[config.mk]
export PLATFORM = sky130hd
export DESIGN_NAME = io_bus_arbiter
export DESIGN_NICKNAME = d
export VERILOG_FILES = /design/src/rtl/io_bus_arbiter.sv
export SDC_FILE = /design/constraint.sdc
export NUM_CORES = 1
export LEC_CHECK = 0
export BUFFER_PORTS_ARGS = -buffer_cell sky130_fd_sc_hd__buf_2
export CORE_AREA = 5 5 139 141
export DETAILED_ROUTE_END_ITERATION = 12
export DIE_AREA = 0 0 144 146
export GPL_TIMING_DRIVEN = 0
export PLACE_DENSITY_LB_ADDON = 0.3
export SYNTH_ARGS = -nofsm -noshare
export SYNTH_HDL_FRONTEND = slang
export SYNTH_SLANG_ARGS = --single-unit
[constraint.sdc]
create_clock -name clk -period 2.5 [get_ports clk]
set_input_delay 0.125 -clock clk [delete_from_list [all_inputs] [get_ports clk]]
set_output_delay 0.125 -clock clk [all_outputs]
set_load 0.01 [all_outputs]
[src/rtl/io_bus_arbiter.sv]
// Two-master round-robin arbiter for the shared memory-mapped I/O bus.
// One single-beat transaction per cycle, decoded to DMEM/FACT/GPIO.
module io_bus_arbiter #(
    parameter int DW = 32,
    parameter int AW = 32
) (
    input  logic          clk,
    input  logic          reset,
    input  logic          m0_req,
    input  logic          m0_we,
    input  logic [AW-1:0] m0_addr,
    input  logic [DW-1:0] m0_wdata,
    output logic          m0_gnt,
    output logic          m0_rvalid,
    output logic [DW-1:0] m0_rdata,
    input  logic          m1_req,
    input  logic          m1_we,
    input  logic [AW-1:0] m1_addr,
    input  logic [DW-1:0] m1_wdata,
    output logic          m1_gnt,
    output logic          m1_rvalid,
    output logic [DW-1:0] m1_rdata,
    output logic [AW-1:0] bus_addr,
    output logic [DW-1:0] bus_wdata,
    output logic          wem,
    output logic          we1,
    output logic          we2,
    input  logic [DW-1:0] dmem_rd,
    input  logic [DW-1:0] fact_rd,
    input  logic [DW-1:0] gpio_rd,
    output logic          dec_err
);

    typedef enum logic [1:0] {IDLE, GNT0, GNT1} state_t;

    state_t        state;
    state_t        state_nxt;
    logic          last_gnt;
    logic          last_gnt_nxt;
    logic          sel0;
    logic          sel1;
    logic          active;
    logic          bus_we;
    logic          hit_dmem;
    logic          hit_fact;
    logic          hit_gpio;
    logic          mapped;
    logic [DW-1:0] rd_mux;

    always_ff @(posedge clk) begin
        if (reset) begin
            state    <= IDLE;
            last_gnt <= 1'b1;
        end else begin
            state    <= state_nxt;
            last_gnt <= last_gnt_nxt;
        end
    end

    // A tie goes to the master that did not win the previous grant.
    always_comb begin
        state_nxt    = IDLE;
        last_gnt_nxt = last_gnt;
        if (m0_req && m1_req) begin
            state_nxt = last_gnt ? GNT0 : GNT1;
        end else if (m0_req) begin
            state_nxt = GNT0;
        end else if (m1_req) begin
            state_nxt = GNT1;
        end
        if (state_nxt == GNT0) begin
            last_gnt_nxt = 1'b0;
        end else if (state_nxt == GNT1) begin
            last_gnt_nxt = 1'b1;
        end
    end

    // Reset aborts a grant in progress so nothing is written that cycle.
    assign sel0   = (state == GNT0) && !reset;
    assign sel1   = (state == GNT1) && !reset;
    assign active = sel0 || sel1;
    assign m0_gnt = sel0;
    assign m1_gnt = sel1;

    always_comb begin
        bus_addr  = '0;
        bus_wdata = '0;
        bus_we    = 1'b0;
        if (sel0) begin
            bus_addr  = m0_addr;
            bus_wdata = m0_wdata;
            bus_we    = m0_we;
        end else if (sel1) begin
            bus_addr  = m1_addr;
            bus_wdata = m1_wdata;
            bus_we    = m1_we;
        end
    end

    assign hit_dmem = (bus_addr >> 8) == '0;
    assign hit_fact = (bus_addr >> 4) == AW'(32'h80);
    assign hit_gpio = (bus_addr >> 4) == AW'(32'h90);
    assign mapped   = hit_dmem || hit_fact || hit_gpio;

    assign wem = active && bus_we && hit_dmem;
    assign we1 = active && bus_we && hit_fact;
    assign we2 = active && bus_we && hit_gpio;

    always_comb begin
        rd_mux = '0;
        if (hit_dmem) begin
            rd_mux = dmem_rd;
        end else if (hit_fact) begin
            rd_mux = fact_rd;
        end else if (hit_gpio) begin
            rd_mux = gpio_rd;
        end
    end

    always_ff @(posedge clk) begin
        if (reset) begin
            m0_rdata  <= '0;
            m1_rdata  <= '0;
            m0_rvalid <= 1'b0;
            m1_rvalid <= 1'b0;
            dec_err   <= 1'b0;
        end else begin
            m0_rvalid <= sel0 && !m0_we;
            m1_rvalid <= sel1 && !m1_we;
            dec_err   <= active && !mapped;
            if (sel0 && !m0_we) begin
                m0_rdata <= rd_mux;
            end
            if (sel1 && !m1_we) begin
                m1_rdata <= rd_mux;
            end
        end
    end

endmodule

### Yosys cells after proc, flatten, opt, wreduce, memory -nomap -nowiden

Cells that the tools add are included.

* $add $sub $neg: 0
* multiply operators: 0
* div/mod/pow operators: 0
* magnitude comparators: 0
* equality and inequality tests: 6
* shift-type cells: 0
* muxes and demuxes: 15
* bitwise operators: 0
* reduce and logical (&&, ||, !) cells: 19

Operators by type and width (number)
* $mux W32: 7
* $eq A28 B8 Y1 const B: 2
* $logic_not A32 Y1: 1
* $logic_and A1 B1 Y1: 10
* $mux W2: 4
* $eq A2 B1 Y1 const B: 2
* $eq A2 B2 Y1 const B: 2
* $logic_not A1 Y1: 4
* $mux W1: 4
* $logic_or A1 B1 Y1: 3
* $reduce_bool A2 Y1: 1

* bits in registers: 70
* latch bits: 0
* memory bits (writable): 0
* ROM bits: 0
* input port bits: 230
* output and inout bits: 136
* logic and storage cells: 47
* memories: 0

### Logic depth before layout (Yosys ltp)

Gate-level depths: netlist (run 1).

* depth in word-level cells: 9
* mapped depth: 11
* depth with buffers taken out: 6

### Worst setup path after synthesis (run 1)

No wires, ideal clock.

* kind: reg2out
* start point: register state[0]
* end point: output port we1
* data arrival time: 2.075 ns
* data required time: 2.375 ns
* slack: 0.300 ns
* stages on the path, launching flop included: 10
* buffers on the path: 3
* cell sequence: dfxtp_1 > nor2b_1 > buf_2 > buf_2 > a22oi_1 > a21oi_1 > nor4_1 > nand4_1 > buf_4 > nor4_1

* longest elaborated chain between the ends: 6
* elaborated cells between the ends (all ways): 12
* those cells by class: eq/ne: 3; mux: 4; reduce/logical: 5

Ends and longest elaborated chain
* start, declared: line 36 `state_t state;`
* start signal, assigned: line 55 `state <= state_nxt;`
* $eq A2 B2 Y1: line 80 `assign sel1 = (state == GNT1) && !reset;`
* $logic_and A1 B1 Y1: line 80
* $mux W32 / $mux W1 (equally long branches): line 93 `end else if (sel1) begin`
* $mux W32 / $mux W1 (equally long branches): line 89 `if (sel0) begin`
* $eq A28 B8 Y1 / $logic_and A1 B1 Y1 (equally long branches): line 101, 106
* $logic_and A1 B1 Y1 *: line 106 `assign we1 = active && bus_we && hit_fact;`
* end, declared: line 26 `output logic we1,`

Mark *: on every way between the ends. The rest lies on a longest branch, timed or not.

### Final worst setup path (run 1)

* start point: register state[1]
* end point: output port we1

Same word-level chain as after synthesis.

==> flow_metrics.env, run 1 <==
export IMPL_clockRootBuffer="clkbuf_16"
export IMPL_synth_enable_flop_cells=0
export IMPL_startpoint_type="flip-flop"
export IMPL_dr_pass1_iters=5
export IMPL_ys_flop_type="dfxtp_1"
export IMPL_powerDensity_nw_per_um2=468
export IMPL_via_per_inst=4.91
export IMPL_drive_gt1_frac=0.523
export IMPL_die_w_um=144
export IMPL_ys_seq_elements=70
export IMPL_final_cells=1183
export IMPL_violations="negative setup slack"
export IMPL_htreeDepth=3
export IMPL_synth_cell_types=35
export IMPL_peakVddDrop_mv=0.324
export IMPL_tightest_slew_ps=790
export IMPL_grtUsageTotal=0.208
export IMPL_ys_seq_area_frac=0.330
export IMPL_maxCapViolations=0
export IMPL_synth_nets=782
export IMPL_initial_core_util=0.238
export IMPL_cp_required_ps=2380
export IMPL_pin_count=366
export IMPL_cp_data_arrival_time_ps=2430
export IMPL_worstSkewPairLatency_ps=350
export IMPL_status="finished with violations"
export IMPL_wl_mm=23.3
export IMPL_syn_to_final_growth_pct=68.5
export IMPL_leakage_nw=3.68
export IMPL_die_area_um2=21000
export IMPL_async_reset_ff_frac=0
export IMPL_antenna_found_initial=3
export IMPL_avgSynthCellArea_um2=7.71
export IMPL_drc=0
export IMPL_clockBufferDepth=2
export IMPL_first_iter_violations=347
export IMPL_postLayoutCoreUtil=0.401
export IMPL_path_class="reg -> out"
export IMPL_post_route_period_util=1.02
export IMPL_tritoncts="done"
export IMPL_gp_congestion=0.942
export IMPL_clk_pin_slew_worst_paths_ps=60
export IMPL_grt_pass1_wl_mm=33.6
export IMPL_netlist_instances=551
export IMPL_dp_cells=1144
export IMPL_row_count=49
export IMPL_grt_max_degree=15
export IMPL_netlist_area_um2=4250
export IMPL_dpl_hpwl_mm=18.5
export IMPL_grt_overflow=0
export IMPL_setup_viol=3
export IMPL_relSlewSlack=0.473
export IMPL_crit_fanout=6
export IMPL_holdCritPathClass="in -> reg"
export IMPL_drv_slew=0
export IMPL_yosys_warnings=0
export IMPL_cts_buffers=9
export IMPL_cts_hold_buffers=0
export IMPL_portBuffers=364
export IMPL_fmax_mhz=392
export IMPL_antenna_left=0
export IMPL_fin_skew_ps=6.96
export IMPL_die_height_um=146
export IMPL_setup_ws_ps=-50.7
export IMPL_detail_route_wl_per_cell_um=19.7
export IMPL_pre_cts_slack_ps=-298
export IMPL_grt_pass1_vias=5642
export IMPL_finalHoldViolCount=0
export IMPL_layout_nets=1176
export IMPL_rsz0062_at_grt="true"
export IMPL_period_minus_slack_ps=2550
export IMPL_cts_sinks=70
export IMPL_via_count=5807
export IMPL_worst_setup_path_end_kind="output port"
export IMPL_coreArea_um2=17800
metal layers:
metal / part of all wire / global-route usage
met3: 0.087 / 0.0582
met5: 0.00090 / 0
met2: 0.45 / 0.318
met4: 0.017 / 0.0410
met1: 0.45 / 0.293
cell usage in the layout (no fill, tap or decap), drive strengths merged:
cell type    n
a22o        41
a32o         2
nor3         1
nand3       96
a21boi       1
a22oi       20
bufinv       1
mux2         1
bufbuf       1
or4b         1
clkbuf      40
a31oi        1
a32oi        2
nor2b        6
clkinv       2
inv          8
dfxtp       70
nor2        20
nor3b        2
nor4         5
nand4        1
a21o         1
ha           1
nand2b       2
mux2i       32
and2         1
or2          2
diode        4
clkinvlp     2
o21ai       98
buf        411
a21oi        7
nand2       71
cells by family (layout without fill, tap and decap cells):
| family | after synthesis | count (layout) | synth area share |
|---|---|---|---|
| buf+inv | 66 | 465 | 0.0769 |
| simple gates | 208 | 208 | 0.229 |
| compound gates | 173 | 173 | 0.283 |
| flops | 70 | 70 | 0.330 |
| fa+ha+maj | 1 | 1 | 0.00295 |
| other cells | 0 | 4 | 0 |
| mux | 33 | 33 | 0.0781 |
final cells by class:
type,instances,area [um^2]
diodes,4,10.0
plain buffers,57,372
clock buffers,9,225
clock inverters,7,82.6
fillers,1945,10700
inverters,6,22.5
multi-input cells,415,2720
flip-flops and latches,70,1410
well taps,229,287
repair buffers,386,2040
path summary, 6_finish.rpt:
kind | slack (ps) | to | start | cells past startpoint
hold / removal | 90 | state[1] | m1_req | 3
setup / recovery | -50 | we1 | state[1] | 7
hold reg to reg | 450 | m1_rdata[5] | m1_rdata[5] | 2
setup reg to reg | 140 | m0_rdata[27] | state[0] | 11
worst max-delay path, cell delays in order (launching register included):
cell	delay [ps]
dfxtp_4	350
nor2b_4	170
buf_4	150
a32o_2	260
or4b_4	580
buf_12	170
nor4_4	220
buf_2	170
metrics by stage:
step	hold WS, ps	cell area, um^2	setup TNS, ps	total power [mW]
4_1_cts	78.3	7010	-151	3.35
2_1_floorplan	266	4250	0	1.55
3_5_place_dp	445	6360	-5950	1.92
3_3_place_gp	440	6360	-5830	1.92
6_report	90.7	7160	-138	3.35
5_1_grt	114	7150	-464	3.51
state kept, by name (all words and copies together) (netlist names):
| register | flops |
|---|---|
| m0_rvalid | 1 |
| m1_rdata | 32 |
| dec_err | 1 |
| last_gnt | 1 |
| state | 2 |
| m0_rdata | 32 |
| m1_rvalid | 1 |
power breakdown:
part	switching [mW]	internal [mW]	total, mW
Clock	0.549	0.786	1.34
Combinational	0.471	0.397	0.868
Sequential	0.0108	1.13	1.14
synth_stat cells, types with 3 or more instances:
master,number,area share
dfxtp_1,70,0.33
inv_1,5,0.0044
nand3_1,96,0.11
mux2i_1,32,0.075
o21ai_1,67,0.079
o21ai_0,4,0.0047
clkbuf_1,28,0.025
a21oi_1,7,0.0082
a22oi_1,20,0.035
buf_1,5,0.0044
nor2b_1,6,0.0088
nor2_1,20,0.018
nand2_1,71,0.063
a22o_1,41,0.085
buf_6,6,0.016
buf_4,3,0.0053
o21ai_2,27,0.056
nor4_1,5,0.0074
buf_2,18,0.021
repair_timing:
item | CTS | global route
gates resized for setup | 43 | 37
setup buffers | 15 | 4
endpoints found under the setup margin | 67 | 53
pin swaps | 12 | 8
gates cloned | 2 | 1
(Power assumes the default switching activity.)
==> inputs of run 2 (changes only) <==
- SKIP_CTS_REPAIR_TIMING: default -> 1
==> run 2 against run 1 <==
  * The flow still finishes with violations (negative setup slack)
  * Sequential share of layout area increased by 0.52 points
  * Hold slack improved by 1.7 ps
  * Via count decreased by 1.8%
  * Sequential cell count unchanged
  * Count of clock-buffer cells in the layout unchanged
  * Wire length decreased by 2.4%
  * Largest cell class unchanged
==> flow_metrics.env, run 2 (synthesis results as in run 1) <==
export IMPL_power_mw=3.29
export IMPL_antenna_found_initial=3
export IMPL_min_from="m1_req"
export IMPL_grtUsageTotal=0.201
export IMPL_post_route_period_util=1.08
export IMPL_setup_viol=3
export IMPL_row_count=49
export IMPL_grt_pass1_wl_mm=32.5
export IMPL_placed_cell_area_um2=6360
export IMPL_leakage_nw=3.58
export IMPL_die_area_um2=21000
export IMPL_grt_pass1_vias=5469
export IMPL_dr_pass1_iters=5
export IMPL_holdPathEnd="state[1]"
export IMPL_worst_setup_path_end_kind="output port"
export IMPL_period_minus_slack_ps=2700
export IMPL_tritoncts="done"
export IMPL_clockBufferDepth=2
export IMPL_fill_cells=1969
export IMPL_holdCritPathClass="in -> reg"
export IMPL_startpoint_type="flip-flop"
export IMPL_fin_skew_ps=6.23
export IMPL_reg2reg_to="dec_err"
export IMPL_r2r_start="state[1]"
export IMPL_clockRootBuffer="clkbuf_16"
export IMPL_relSlewSlack=0.560
export IMPL_via_per_inst=4.85
export IMPL_pin_count=366
export IMPL_grt_max_degree=15
export IMPL_cts_buffers=9
export IMPL_antenna_left=0
export IMPL_gp_congestion=0.942
export IMPL_initial_core_util=0.238
export IMPL_regToRegSetupSlack_ps=60
export IMPL_reg_top3="m0_rdata x32, m1_rdata x32, state x2"
export IMPL_peakVddDrop_mv=0.321
export IMPL_path_class="reg -> out"
export IMPL_portBuffers=364
export IMPL_die_w_um=144
export IMPL_worstSkewPairLatency_ps=340
export IMPL_powerDensity_nw_per_um2=472
export IMPL_multiInputGateArea_um2=2650
export IMPL_coreArea_um2=17800
export IMPL_seq_area_um2=1410
export IMPL_detail_route_wl_per_cell_um=19.3
export IMPL_layout_nets=1167
export IMPL_whs_path_depth=3
export IMPL_pre_cts_slack_ps=-298
export IMPL_wl_met2_mm=10.2
export IMPL_layout_common_cells="buf_2 (378), nand3_1 (96), nand2_1 (71)"
export IMPL_violations="negative setup slack"
export IMPL_setup_ws_ps=-203
export IMPL_via_count=5704
export IMPL_routed_top_layer="met5"
export IMPL_clk_pin_slew_worst_paths_ps=60
export IMPL_htreeDepth=3
export IMPL_wl_mm=22.7
export IMPL_grt_overflow=0
export IMPL_crit_fanout=8
export IMPL_wl_met3_mm=2.08
export IMPL_drive_gt1_frac=0.506
export IMPL_worstRegToRegCells=12
export IMPL_first_iter_violations=361
export IMPL_mostFrequentLayoutCell="buf_2"
export IMPL_finalHoldViolCount=0
export IMPL_syn_to_final_growth_pct=64.2
export IMPL_fmax_mhz=370
export IMPL_rsz0062_at_grt="true"
export IMPL_maxCapViolations=0
export IMPL_postLayoutCoreUtil=0.391
export IMPL_wl_met1_mm=10.1
export IMPL_die_height_um=146
export IMPL_dpl_hpwl_mm=18.5
export IMPL_cp_required_ps=2380
export IMPL_cts_sinks=70
export IMPL_drv_slew=0
export IMPL_drc=0
export IMPL_hold_worst_slack_ps=92.4
export IMPL_cp_data_arrival_time_ps=2580
export IMPL_status="finished with violations"
export IMPL_tightest_slew_ps=660
export IMPL_final_area_um2=6970
## run 2: changes by cell type in the layout (fill, tap and decap cells not counted), sizes merged
cell    delta
bufbuf     -1
buf        -8
diode      +1
## run 2: layout make-up
class / instances / share of cell area
Clock inverter: 7 / 0.0118
Timing Repair Buffer: 375 / 0.278
Antenna cell: 5 / 0.00179
Multi-Input combinational cell: 415 / 0.379
Buffer: 59 / 0.0506
Inverter: 6 / 0.00323
Tap cell: 229 / 0.0411
Clock buffer: 9 / 0.0323
Sequential cell: 70 / 0.202
## run 2: metal layers
| metal | global-route usage | up-vias |
|---|---|---|
| li1 | - | 2783 |
| met1 | 0.284 | 2637 |
| met2 | 0.307 | 255 |
| met3 | 0.0552 | 25 |
| met4 | 0.0363 | 4 |
| met5 | 0 | - |
## run 2: worst max-delay path, cell delays in order, from the launching register on
cell     delay [ps]
dfxtp_4         350
nor2b_4         120
buf_8           140
buf_12          130
a22oi_1         220
a31oi_1         170
nor4_1          240
nand4_1         210
buf_6           210
buf_8           130
nor3_2          160
buf_2           160
## run 2: how the worst max path moves through the flow
stage | startpoint | endpoint | slack (ps) | cells after the start
finish | state[1] | wem | -200 | 11
global route | state[1] | wem | -350 | 11
CTS | state[0] | wem | -690 | 11
detailed placement | state[0] | wem | -300 | 11
global placement | state[0] | wem | -330 | 11
floorplan | state[0] | we1 | 300 | 9
## run 2: power breakdown
group          leakage, nW  internal [mW]  total [mW]  switching [mW]
clock                0.144          0.786        1.33           0.540
sequential           0.566           1.13        1.14          0.0104
combinational         2.87          0.368       0.820           0.452
## run 2: stage by stage
stage                     TNS [ps]  instances
after floorplan                  0        551
after global placement       -5830       1144
after detailed placement     -5950       1144
after CTS                    -8810       1160
after global routing         -1010       1171
final                         -524       1175
==> inputs of run 3 (changes only) <==
- PLACE_DENSITY_LB_ADDON: 0.3 -> 0.12
==> run 3 against run 2 <==
  * The run still ends with negative setup slack left
  * Global-route usage grew 0.36 points
  * Die area is the same
  * Sequential cell count unchanged
  * Critical path type unchanged
  * Count of clock-buffer cells in the layout up 4
  * Non-clock buffer count up 4
==> flow_metrics.env, run 3 (synthesis results as in run 1) <==
export IMPL_layout_nets=1171
export IMPL_via_count=5654
export IMPL_dpl_hpwl_mm=18.5
export IMPL_tightest_slew_ps=716
export IMPL_cts_sinks=70
export IMPL_gp_congestion=0.842
export IMPL_finalHoldViolCount=0
export IMPL_clockRootBuffer="clkbuf_16"
export IMPL_drv_slew=0
export IMPL_cpMostUsedCell="buf_12"
export IMPL_first_iter_violations=229
export IMPL_grt_pass1_wl_mm=33.0
export IMPL_grt_max_degree=12
export IMPL_via_per_inst=4.79
export IMPL_worstSkewPairLatency_ps=330
export IMPL_power_mw=3.23
export IMPL_critPathBufInv=5
export IMPL_drc=0
export IMPL_startpoint_type="flip-flop"
export IMPL_crit_family="simple AND/OR/NAND/NOR gates"
export IMPL_cp_data_arrival_time_ps=2590
export IMPL_die_w_um=144
export IMPL_detail_route_wl_per_cell_um=19.7
export IMPL_violations="negative setup slack"
export IMPL_clockBufferDepth=2
export IMPL_portBuffers=364
export IMPL_coreArea_um2=17800
export IMPL_post_route_period_util=1.09
export IMPL_tritoncts="done"
export IMPL_grt_overflow=0
export IMPL_powerDensity_nw_per_um2=455
export IMPL_fmax_mhz=368
export IMPL_relSlewSlack=0.520
export IMPL_path_depth=11
export IMPL_antenna_found_initial=10
export IMPL_htreeDepth=3
export IMPL_mostFrequentLayoutCell="buf_2"
export IMPL_period_minus_slack_ps=2720
export IMPL_layout_common_cells="buf_2 (377), nand3_1 (96), nand2_1 (71)"
export IMPL_dr_pass1_iters=5
export IMPL_cp_cell_sequence="nor2b_4, buf_8, buf_12, a22oi_2, a21oi_2, nor4_2, nand4_1, buf_6, buf_12, nor4_4, buf_2"
export IMPL_setup_viol=3
export IMPL_peakVddDrop_mv=0.298
export IMPL_multiInputGateArea_um2=2690
export IMPL_worst_setup_path_end_kind="output port"
export IMPL_maxCapViolations=0
export IMPL_grt_pass1_vias=5457
export IMPL_pin_count=366
export IMPL_pre_cts_slack_ps=-651
export IMPL_path_class="reg -> out"
export IMPL_crit_slowest_cell="dfxtp_4"
export IMPL_rsz0062_at_grt="true"
export IMPL_holdCritPathClass="in -> reg"
export IMPL_antenna_left=0
export IMPL_fin_skew_ps=6.34
export IMPL_wl_mm=23.3
export IMPL_die_area_um2=21000
export IMPL_grtUsageTotal=0.204
export IMPL_reg_top3="m0_rdata x32, m1_rdata x32, state x2"
export IMPL_crit_fanout=8
export IMPL_leakage_nw=3.63
export IMPL_seq_area_um2=1410
export IMPL_syn_to_final_growth_pct=67.2
export IMPL_whs_path_depth=3
export IMPL_setup_ws_ps=-217
export IMPL_cp_required_ps=2380
export IMPL_critical_path_max_stage_delay_ps=360
export IMPL_row_count=49
export IMPL_drive_gt1_frac=0.508
export IMPL_initial_core_util=0.238
export IMPL_cts_buffers=9
export IMPL_clk_pin_slew_worst_paths_ps=60
export IMPL_status="finished with violations"
export IMPL_die_height_um=146
export IMPL_worstRegToRegCells=7
export IMPL_fill_cells=1947
-- run 3: cell types whose count changed in the layout (fill, tap and decap cells not counted), moves of 3 or more --
cell / before / now
buf_6: 7 / 3
clkbuf_8: 0 / 3
clkbuf_2: 3 / 0
buf_12: 1 / 4
-- run 3: layout make-up --
class,instances,area share
clock buffers,13,0.0380
diodes,6,0.00211
inverters,6,0.00317
repair buffers,381,0.285
plain buffers,57,0.0521
multi-input cells,415,0.379
flip-flops and latches,70,0.198
well taps,229,0.0403
clock inverters,3,0.00247
-- run 3: stage by stage --
stage	TNS (ps)	std cells	util	hold WS [ps]	instance area, um^2
4_1_cts	-11720	1160	0.372	86.5	6640
3_3_place_gp	-11710	1144	0.356	414	6360
5_1_grt	-3910	1178	0.398	97.9	7100
2_1_floorplan	0	551	-	266	4250
3_5_place_dp	-9430	1144	0.356	433	6360
6_report	-524	1180	0.398	91.6	7100
-- run 3: metal layers --
metal | wire, um | vias to the layer above | GRT usage
li1 | - | 2793 | -
met1 | 9700 | 2572 | 0.265
met2 | 10800 | 244 | 0.326
met3 | 2330 | 35 | 0.0759
met4 | 328 | 10 | 0.0395
met5 | 60 | - | 0
-- run 3: report_power, final --
part,total (mW),internal [mW],switching (mW)
clock,1.23,0.750,0.480
sequential,1.14,1.13,0.0105
combinational,0.859,0.392,0.468
-- run 3: tightest hold or removal path: cells and delay by family --
family | cells | cell delay (ps)
simple gates | 2 | 140
buf+inv | 1 | 110
-- run 3: worst paths after layout --
| path | start | to | slack [ps] |
|---|---|---|---|
| min | m1_req | state[1] | 90 |
| min reg2reg | m0_rdata[12] | m0_rdata[12] | 450 |
| max reg2reg | state[0] | m0_rdata[11] | 60 |
| max | state[0] | we1 | -220 |
